File: config.mk
export PLATFORM = sky130hd
export DESIGN_NAME = turn_lane_queue_ctrl_flat
export DESIGN_NICKNAME = d
export VERILOG_FILES = /design/src/rtl/turn_lane_queue_ctrl_pkg.sv /design/src/rtl/turn_lane_queue_ctrl_if.sv /design/src/rtl/turn_lane_queue_ctrl_sat_car_counter.sv /design/src/rtl/turn_lane_queue_ctrl.sv /design/src/flat_wrapper.sv
export SDC_FILE = /design/constraint.sdc
export NUM_CORES = 1
export LEC_CHECK = 0
export ABC_AREA = 1
export BUFFER_PORTS_ARGS = -buffer_cell sky130_fd_sc_hd__buf_2
export CAP_MARGIN = 30
export CORE_MARGIN = 8
export CORE_UTILIZATION = 51
export DETAILED_ROUTE_END_ITERATION = 10
export GPL_ROUTABILITY_DRIVEN = 0
export PLACE_DENSITY_LB_ADDON = 0.12
export SLEW_MARGIN = 30
export SYNTH_ARGS = -nofsm -noshare
export SYNTH_HDL_FRONTEND = slang
export SYNTH_HIERARCHICAL = 1
export SYNTH_SLANG_ARGS = --single-unit
export TNS_END_PERCENT = 1
File: constraint.sdc
create_clock -name traffic_clk -period 2.8 [get_ports traffic_clk]
set_input_delay 0 -clock traffic_clk [delete_from_list [all_inputs] [get_ports traffic_clk]]
set_output_delay 0 -clock traffic_clk [all_outputs]
set_load 0.01 [all_outputs]
File: src/rtl/turn_lane_queue_ctrl_pkg.sv
// Shared types and helpers for the turn-lane queue controller and its
// saturating car counter.
package turn_lane_queue_ctrl_pkg;

  typedef enum logic [1:0] {
    TQ_IDLE    = 2'd0,
    TQ_REQUEST = 2'd1,
    TQ_HOLDOFF = 2'd2
  } turn_q_state_t;

  function automatic int cnt_width(input int max_cars);
    return $clog2(max_cars + 1);
  endfunction

endpackage

File: src/rtl/turn_lane_queue_ctrl_if.sv
// Lane-side bus: arrival/arrow/ack inputs and the request, count and status
// outputs toward the animator and the VGA lane renderer.
interface turn_lane_queue_ctrl_if #(
  parameter int MAX_CARS = 8,
  parameter int CNT_W    = $clog2(MAX_CARS + 1)
);
  logic                car_arrive;
  logic                turn_green;
  logic                decrement_car;
  logic                add_car;
  logic [CNT_W-1:0]    car_count;
  logic [MAX_CARS-1:0] queue_display;
  logic                queue_full;
  logic                queue_empty;
  logic                drop_pulse;
  logic                ack_timeout;

  modport master (
    output car_arrive, turn_green, decrement_car,
    input  add_car, car_count, queue_display, queue_full, queue_empty,
           drop_pulse, ack_timeout
  );

  modport slave (
    input  car_arrive, turn_green, decrement_car,
    output add_car, car_count, queue_display, queue_full, queue_empty,
           drop_pulse, ack_timeout
  );
endinterface

File: src/rtl/turn_lane_queue_ctrl_sat_car_counter.sv
// Up/down car counter saturating at 0 and MAX; shared by the lane queue
// controllers.
module sat_car_counter #(
  parameter int MAX   = 8,
  parameter int CNT_W = $clog2(MAX + 1)
) (
  input  logic             clk,
  input  logic             rst,
  input  logic             i_inc,
  input  logic             i_dec,
  output logic [CNT_W-1:0] o_count,
  output logic             o_full,
  output logic             o_empty,
  output logic             o_reject
);
  logic [CNT_W-1:0] r_count;
  logic             w_full;
  logic             w_empty;
  logic             w_dec_ok;
  logic             w_inc_ok;

  assign w_full   = (r_count == CNT_W'(MAX));
  assign w_empty  = (r_count == '0);
  assign w_dec_ok = i_dec && !w_empty;
  // A departure in the same cycle frees the slot an arrival needs when full.
  assign w_inc_ok = i_inc && (!w_full || w_dec_ok);

  always_ff @(posedge clk) begin
    if (rst) begin
      r_count <= '0;
    end else if (w_inc_ok && !w_dec_ok) begin
      r_count <= r_count + CNT_W'(1);
    end else if (w_dec_ok && !w_inc_ok) begin
      r_count <= r_count - CNT_W'(1);
    end
  end

  assign o_count  = r_count;
  assign o_full   = w_full;
  assign o_empty  = w_empty;
  assign o_reject = i_inc && !w_inc_ok;
endmodule

File: src/rtl/turn_lane_queue_ctrl.sv
// Left-turn lane queue: counts waiting cars, requests the animator one car at
// a time while the arrow is green, and drives the thermometer lane image.
module turn_lane_queue_ctrl
  import turn_lane_queue_ctrl_pkg::*;
#(
  parameter int MAX_CARS    = 8,
  parameter int GAP_CYCLES  = 2,
  parameter int ACK_TIMEOUT = 16
) (
  input  logic                  traffic_clk,
  input  logic                  reset,
  turn_lane_queue_ctrl_if.slave q_if
);
  localparam int CNT_W  = cnt_width(MAX_CARS);
  localparam int WAIT_W = $clog2(ACK_TIMEOUT + 1);
  localparam int GAP_W  = $clog2(GAP_CYCLES + 1);

  turn_q_state_t       r_state;
  logic                r_add_car;
  logic                r_timeout;
  logic                r_drop;
  logic [WAIT_W-1:0]   r_wait;
  logic [GAP_W-1:0]    r_gap;
  logic [CNT_W-1:0]    w_count;
  logic                w_full;
  logic                w_empty;
  logic                w_reject;
  logic [MAX_CARS-1:0] w_display;

  sat_car_counter #(.MAX(MAX_CARS), .CNT_W(CNT_W)) u_counter (
    .clk      (traffic_clk),
    .rst      (reset),
    .i_inc    (q_if.car_arrive),
    .i_dec    (q_if.decrement_car),
    .o_count  (w_count),
    .o_full   (w_full),
    .o_empty  (w_empty),
    .o_reject (w_reject)
  );

  // add_car is registered alongside the state so it is exactly (state == REQUEST).
  always_ff @(posedge traffic_clk) begin
    if (reset) begin
      r_state   <= TQ_IDLE;
      r_add_car <= 1'b0;
      r_timeout <= 1'b0;
      r_drop    <= 1'b0;
      r_wait    <= '0;
      r_gap     <= '0;
    end else begin
      r_timeout <= 1'b0;
      r_drop    <= w_reject;
      case (r_state)
        TQ_IDLE: begin
          if (q_if.turn_green && !w_empty) begin
            r_state   <= TQ_REQUEST;
            r_add_car <= 1'b1;
            r_wait    <= '0;
          end
        end
        TQ_REQUEST: begin
          if (q_if.decrement_car) begin
            r_state   <= TQ_HOLDOFF;
            r_add_car <= 1'b0;
            r_gap     <= '0;
          end else if (!q_if.turn_green) begin
            r_state   <= TQ_IDLE;
            r_add_car <= 1'b0;
          end else if (r_wait == WAIT_W'(ACK_TIMEOUT - 1)) begin
            r_state   <= TQ_IDLE;
            r_add_car <= 1'b0;
            r_timeout <= 1'b1;
          end else begin
            r_wait <= r_wait + WAIT_W'(1);
          end
        end
        TQ_HOLDOFF: begin
          if (r_gap == GAP_W'(GAP_CYCLES - 1)) begin
            r_state <= TQ_IDLE;
          end else begin
            r_gap <= r_gap + GAP_W'(1);
          end
        end
        default: begin
          r_state   <= TQ_IDLE;
          r_add_car <= 1'b0;
        end
      endcase
    end
  end

  always_comb begin
    w_display = '0;
    for (int i = 0; i < MAX_CARS; i++) begin
      w_display[i] = (w_count > CNT_W'(i));
    end
  end

  assign q_if.add_car       = r_add_car;
  assign q_if.car_count     = w_count;
  assign q_if.queue_display = w_display;
  assign q_if.queue_full    = w_full;
  assign q_if.queue_empty   = w_empty;
  assign q_if.drop_pulse    = r_drop;
  assign q_if.ack_timeout   = r_timeout;
endmodule
File: src/flat_wrapper.sv
// flat-port wrapper written by rule: the top's interface ports become plain ports
module turn_lane_queue_ctrl_flat import turn_lane_queue_ctrl_pkg::*;
#(
  parameter int MAX_CARS    = 8,
  parameter int GAP_CYCLES  = 2,
  parameter int ACK_TIMEOUT = 16
)
  (traffic_clk, reset, q_if_car_arrive, q_if_turn_green, q_if_decrement_car, q_if_add_car, q_if_car_count, q_if_queue_display, q_if_queue_full, q_if_queue_empty, q_if_drop_pulse, q_if_ack_timeout);
  turn_lane_queue_ctrl_if #(.MAX_CARS(MAX_CARS)) q_if_i ();
  input  logic traffic_clk;
  input  logic reset;
  input wire logic [$bits(q_if_i.car_arrive)-1:0] q_if_car_arrive;
  input wire logic [$bits(q_if_i.turn_green)-1:0] q_if_turn_green;
  input wire logic [$bits(q_if_i.decrement_car)-1:0] q_if_decrement_car;
  output wire logic [$bits(q_if_i.add_car)-1:0] q_if_add_car;
  output wire logic [$bits(q_if_i.car_count)-1:0] q_if_car_count;
  output wire logic [$bits(q_if_i.queue_display)-1:0] q_if_queue_display;
  output wire logic [$bits(q_if_i.queue_full)-1:0] q_if_queue_full;
  output wire logic [$bits(q_if_i.queue_empty)-1:0] q_if_queue_empty;
  output wire logic [$bits(q_if_i.drop_pulse)-1:0] q_if_drop_pulse;
  output wire logic [$bits(q_if_i.ack_timeout)-1:0] q_if_ack_timeout;
  assign q_if_i.car_arrive = q_if_car_arrive;
  assign q_if_i.turn_green = q_if_turn_green;
  assign q_if_i.decrement_car = q_if_decrement_car;
  assign q_if_add_car = q_if_i.add_car;
  assign q_if_car_count = q_if_i.car_count;
  assign q_if_queue_display = q_if_i.queue_display;
  assign q_if_queue_full = q_if_i.queue_full;
  assign q_if_queue_empty = q_if_i.queue_empty;
  assign q_if_drop_pulse = q_if_i.drop_pulse;
  assign q_if_ack_timeout = q_if_i.ack_timeout;
  turn_lane_queue_ctrl #(.MAX_CARS(MAX_CARS), .GAP_CYCLES(GAP_CYCLES), .ACK_TIMEOUT(ACK_TIMEOUT)) u_core (.traffic_clk(traffic_clk), .reset(reset), .q_if(q_if_i));
endmodule
==> metrics.md <==
| Metric | Value |
|---|---|
| Status | `completed` |
| Clock transition at the registers of the reported paths | `around 0.09 ns` |
| Max-slew headroom at the worst pin | `0.7898` |
| CTS Hold Buffers Added | `0` |
| Startpoint class of the critical path | `flip-flop` |
| First-pass GRT wire length | `3.808 mm` |
| Tmin final | `~2.2 ns` |
| Later-pin clock latency in the skew report | `0.28 ns` |
| Hpwl dp | `1.732 mm` |
| Final Skew | `roughly 0.0021 ns` |
| Filler Cells Inserted | `186` |
| H-tree depth | `1` |
| CP Buf/Inv Count | `2` |
| Met3 Use GR | `0.03814` |
| Longest Clk Path Bufs | `2` |
| Layout cells sized above 1 | `0.2440` |
| Most common cell after layout, fill and taps aside | `nand2_1` |
| Vias | `934` |
| Vias in the first global route | `906` |
| CP dominant cell by count | `or2_1` |
| Maximum VDD drop | `0.0006318 V` |
| Ant. Diodes | `0` |
| Die area | `approximately 3600 sq um` |
| Cell count after synthesis | `146` |
| Hold Fails Final Rpt | `0` |
| Cts repair resizes | `0` |
| Yosys cell types | `25` |
| FF-to-FF path depth | `11` |
| Met1 GRT Util | `0.1677` |
| RSZ-0062 raised after global routing | `false` |
| Die Width | `a little over 60 microns` |
| Synth warnings | `6` |
| Top-Level Pins | `22` |
| HP Class | `in -> reg` |
| CP Max Fanout | `7` |
| Port bufs | `21` |
| Crit-path cells | `or2_1 -> or2_1 -> o21ai_2 -> ha_1 -> inv_1 -> ha_1 -> or2_1 -> nand3_1 -> nand3_1 -> nand2_1 -> inv_1` |
| Detailed Route Iter0 Violations | `29` |
| Largest net degree at the start of global routing | `14` |
| Worst hold slack | `0.01606 ns` |
| Final wirelength | `2.192 mm` |
| Average wire per standard cell | `11.24 microns` |
| CP delay by family, top | `simple AND/OR/NAND/NOR gates` |
| Die Y | `60.33 microns` |
| GRT overflow | `0` |
| Final TNS setup | `0 ns` |
| CTS tree | `yes` |
| ANT nets after route | `0` |
| Crit. End Element | `flip-flop` |
| Fin util | `0.6072` |
| Num CTS Buffers | `3` |
| Final nets | `182` |
| Root Driver | `clkbuf_4` |
| Max-cap viol count | `0` |
| Area Growth Syn to Fin | `15.23%` |
| Setup-failing EPs final | `0` |
| Crit path largest cell delay | `0.39 ns` |
| Worst setup endpoint | `u_core/u_counter/o_count[3]` |
| CP startpoint | `u_core/u_counter/o_count[0]` |
| Initial antenna violation count | `0` |
| Crit-path slowest cell | `dfxtp_1` |
| CORE AREA | `1902 sq um` |
| Clock sink count | `16` |
| Worst-Margin Slew | `0.3153 ns` |
| Final max-slew violation count | `0` |
| Total global-route track usage | `0.1376` |
| Sequential share of the synthesized area | `0.3196` |
| M2 GR Usage | `0.2195` |
| Worst path depth | `11` |
| CP required | `approximately 3 ns` |
| Commonest cells after routing, fill and taps aside | `nand2_1, inv_1, buf_2` |
| Pwr/cell area | `between 900 and 1000 nW/um^2` |
| Mean Syn Cell Area | `about 6.9 sq um` |
| Static leakage | `roughly 0.6 nW` |
| Synthesized area | `1002 sq um` |
| CP Class | `reg -> reg` |
| Std cell rows | `16` |
| Setup Fix Bufs, Post-CTS | `0` |
| Pre-Repair DR Iteration Count | `4` |
| Reg2Reg Capture Point | `u_core/u_counter/o_count[3]` |
| Flops & latches, synth | `16` |
| Vias per cell | `about 4.8` |
| Final worst-path cycle share | `0.7817` |
| Reg2reg start | `u_core/u_counter/o_count[0]` |
| Post-Synthesis Net Count | `~160` |
| Critical Path AT | `2.38 ns` |
| Drc violations | `0` |
| Initial Utilization | `0.5270` |
| Max frequency | `456.9 MHz` |
| Gr busiest metal | `met2` |
| Flop2flop setup slack | `0.61 ns` |
power by group:
| part | total, W | switching, W | internal, W |
|---|---|---|---|
| Combinational | 0.000672 | 0.000407 | 0.000265 |
| Clock | 0.000119 | 0.0000688 | 0.0000499 |
| Sequential | 0.000356 | 0.0000783 | 0.000278 |
synthesized netlist by cell type:
library cell / count / area share
o21ai_1: 1 / 0.0050
o21ai_0: 5 / 0.025
inv_2: 4 / 0.015
a21oi_2: 1 / 0.0087
nand3_4: 1 / 0.017
inv_1: 25 / 0.094
nand3b_1: 2 / 0.015
nand4_1: 1 / 0.0062
buf_2: 1 / 0.0050
dfxtp_1: 16 / 0.32
clkbuf_1: 1 / 0.0037
o21ai_2: 1 / 0.0087
or2_1: 3 / 0.019
nor2_2: 1 / 0.0062
fa_1: 1 / 0.020
nor2_4: 3 / 0.034
nand2_1: 29 / 0.11
nor4_1: 1 / 0.0062
nand3_1: 9 / 0.045
nor3_2: 1 / 0.010
a21oi_1: 6 / 0.030
nor2_1: 20 / 0.075
nand2_2: 5 / 0.031
xor2_1: 2 / 0.017
ha_1: 6 / 0.075
layer usage:
metal  part of all wire  up-vias
met1               0.47      413
met3              0.070        2
met2               0.45       26
li1                   -      493
met4             0.0059        0
met5                  0        -
registers in the layout (all words and copies together) (netlist names):
register and flops:
u_core/r_wait 5, u_core/u_counter/o_count 4, u_core/r_gap 2, u_core/r_state 2, u_core/q_if.ack_timeout 1, u_core/q_if.add_car 1
u_core/q_if.drop_pulse 1
cells by family (layout without fill, tap and decap cells):
logic type               count (synthesis)  count (layout)  synth area share
AO/OA/AOI/OAI                           14              14           0.07740
XOR/XNOR                                 2               2           0.01748
adder cells (fa/ha/maj)                  7               7           0.09488
buffers and inverters                   31              53            0.1173
flip-flops                              16              16            0.3196
AND/OR/NAND/NOR                         76              76            0.3733
worst reg2reg max path: cells and delay by family (launching register included):
kind | cells | cell delay [ns]
AOI/OAI and AO/OA | 1 | 0.12
DFF | 1 | 0.39
buffers and inverters | 2 | 0.12
and+or+nand+nor | 6 | 1.00
adders and majority gates | 2 | 0.48
worst min-delay path by stage:
stage                            start                          end  slack [ns]  depth (start not counted)
floorplan                        reset  u_core/u_counter/o_count[1]        0.07                          1
global placement       q_if_car_arrive       u_core/q_if.drop_pulse        0.29                          5
detailed placement     q_if_car_arrive       u_core/q_if.drop_pulse        0.31                          5
CTS                    q_if_car_arrive       u_core/q_if.drop_pulse       0.003                          5
global route        q_if_decrement_car      u_core/q_if.ack_timeout        0.01                          2
finish                 q_if_car_arrive       u_core/q_if.drop_pulse        0.02                          5
cell type report:
class                           count  area (sq um)  share of cell area
Inverter                           29         108.9             0.09426
Timing Repair Buffer               21         105.1             0.09101
Multi-Input combinational cell     99         564.3              0.4886
Clock buffer                        3         22.52             0.01950
Tap cell                           27         33.78             0.02925
Sequential cell                    16         320.3              0.2774
per-stage QoR:
step | std cells | total power [W] | worst slack, ns | cell area (sq um)
2_1_floorplan | 146 | 0.0008119 | 0.6488 | 1002
3_3_place_gp | 192 | 0.001016 | 0.7070 | 1132
3_5_place_dp | 192 | 0.001034 | 0.6326 | 1132
4_1_cts | 195 | 0.001157 | 0.6110 | 1155
5_1_grt | 195 | 0.001266 | 0.4310 | 1155
6_report | 195 | 0.001146 | 0.6113 | 1155
Power figures use the tool's default switching activity.
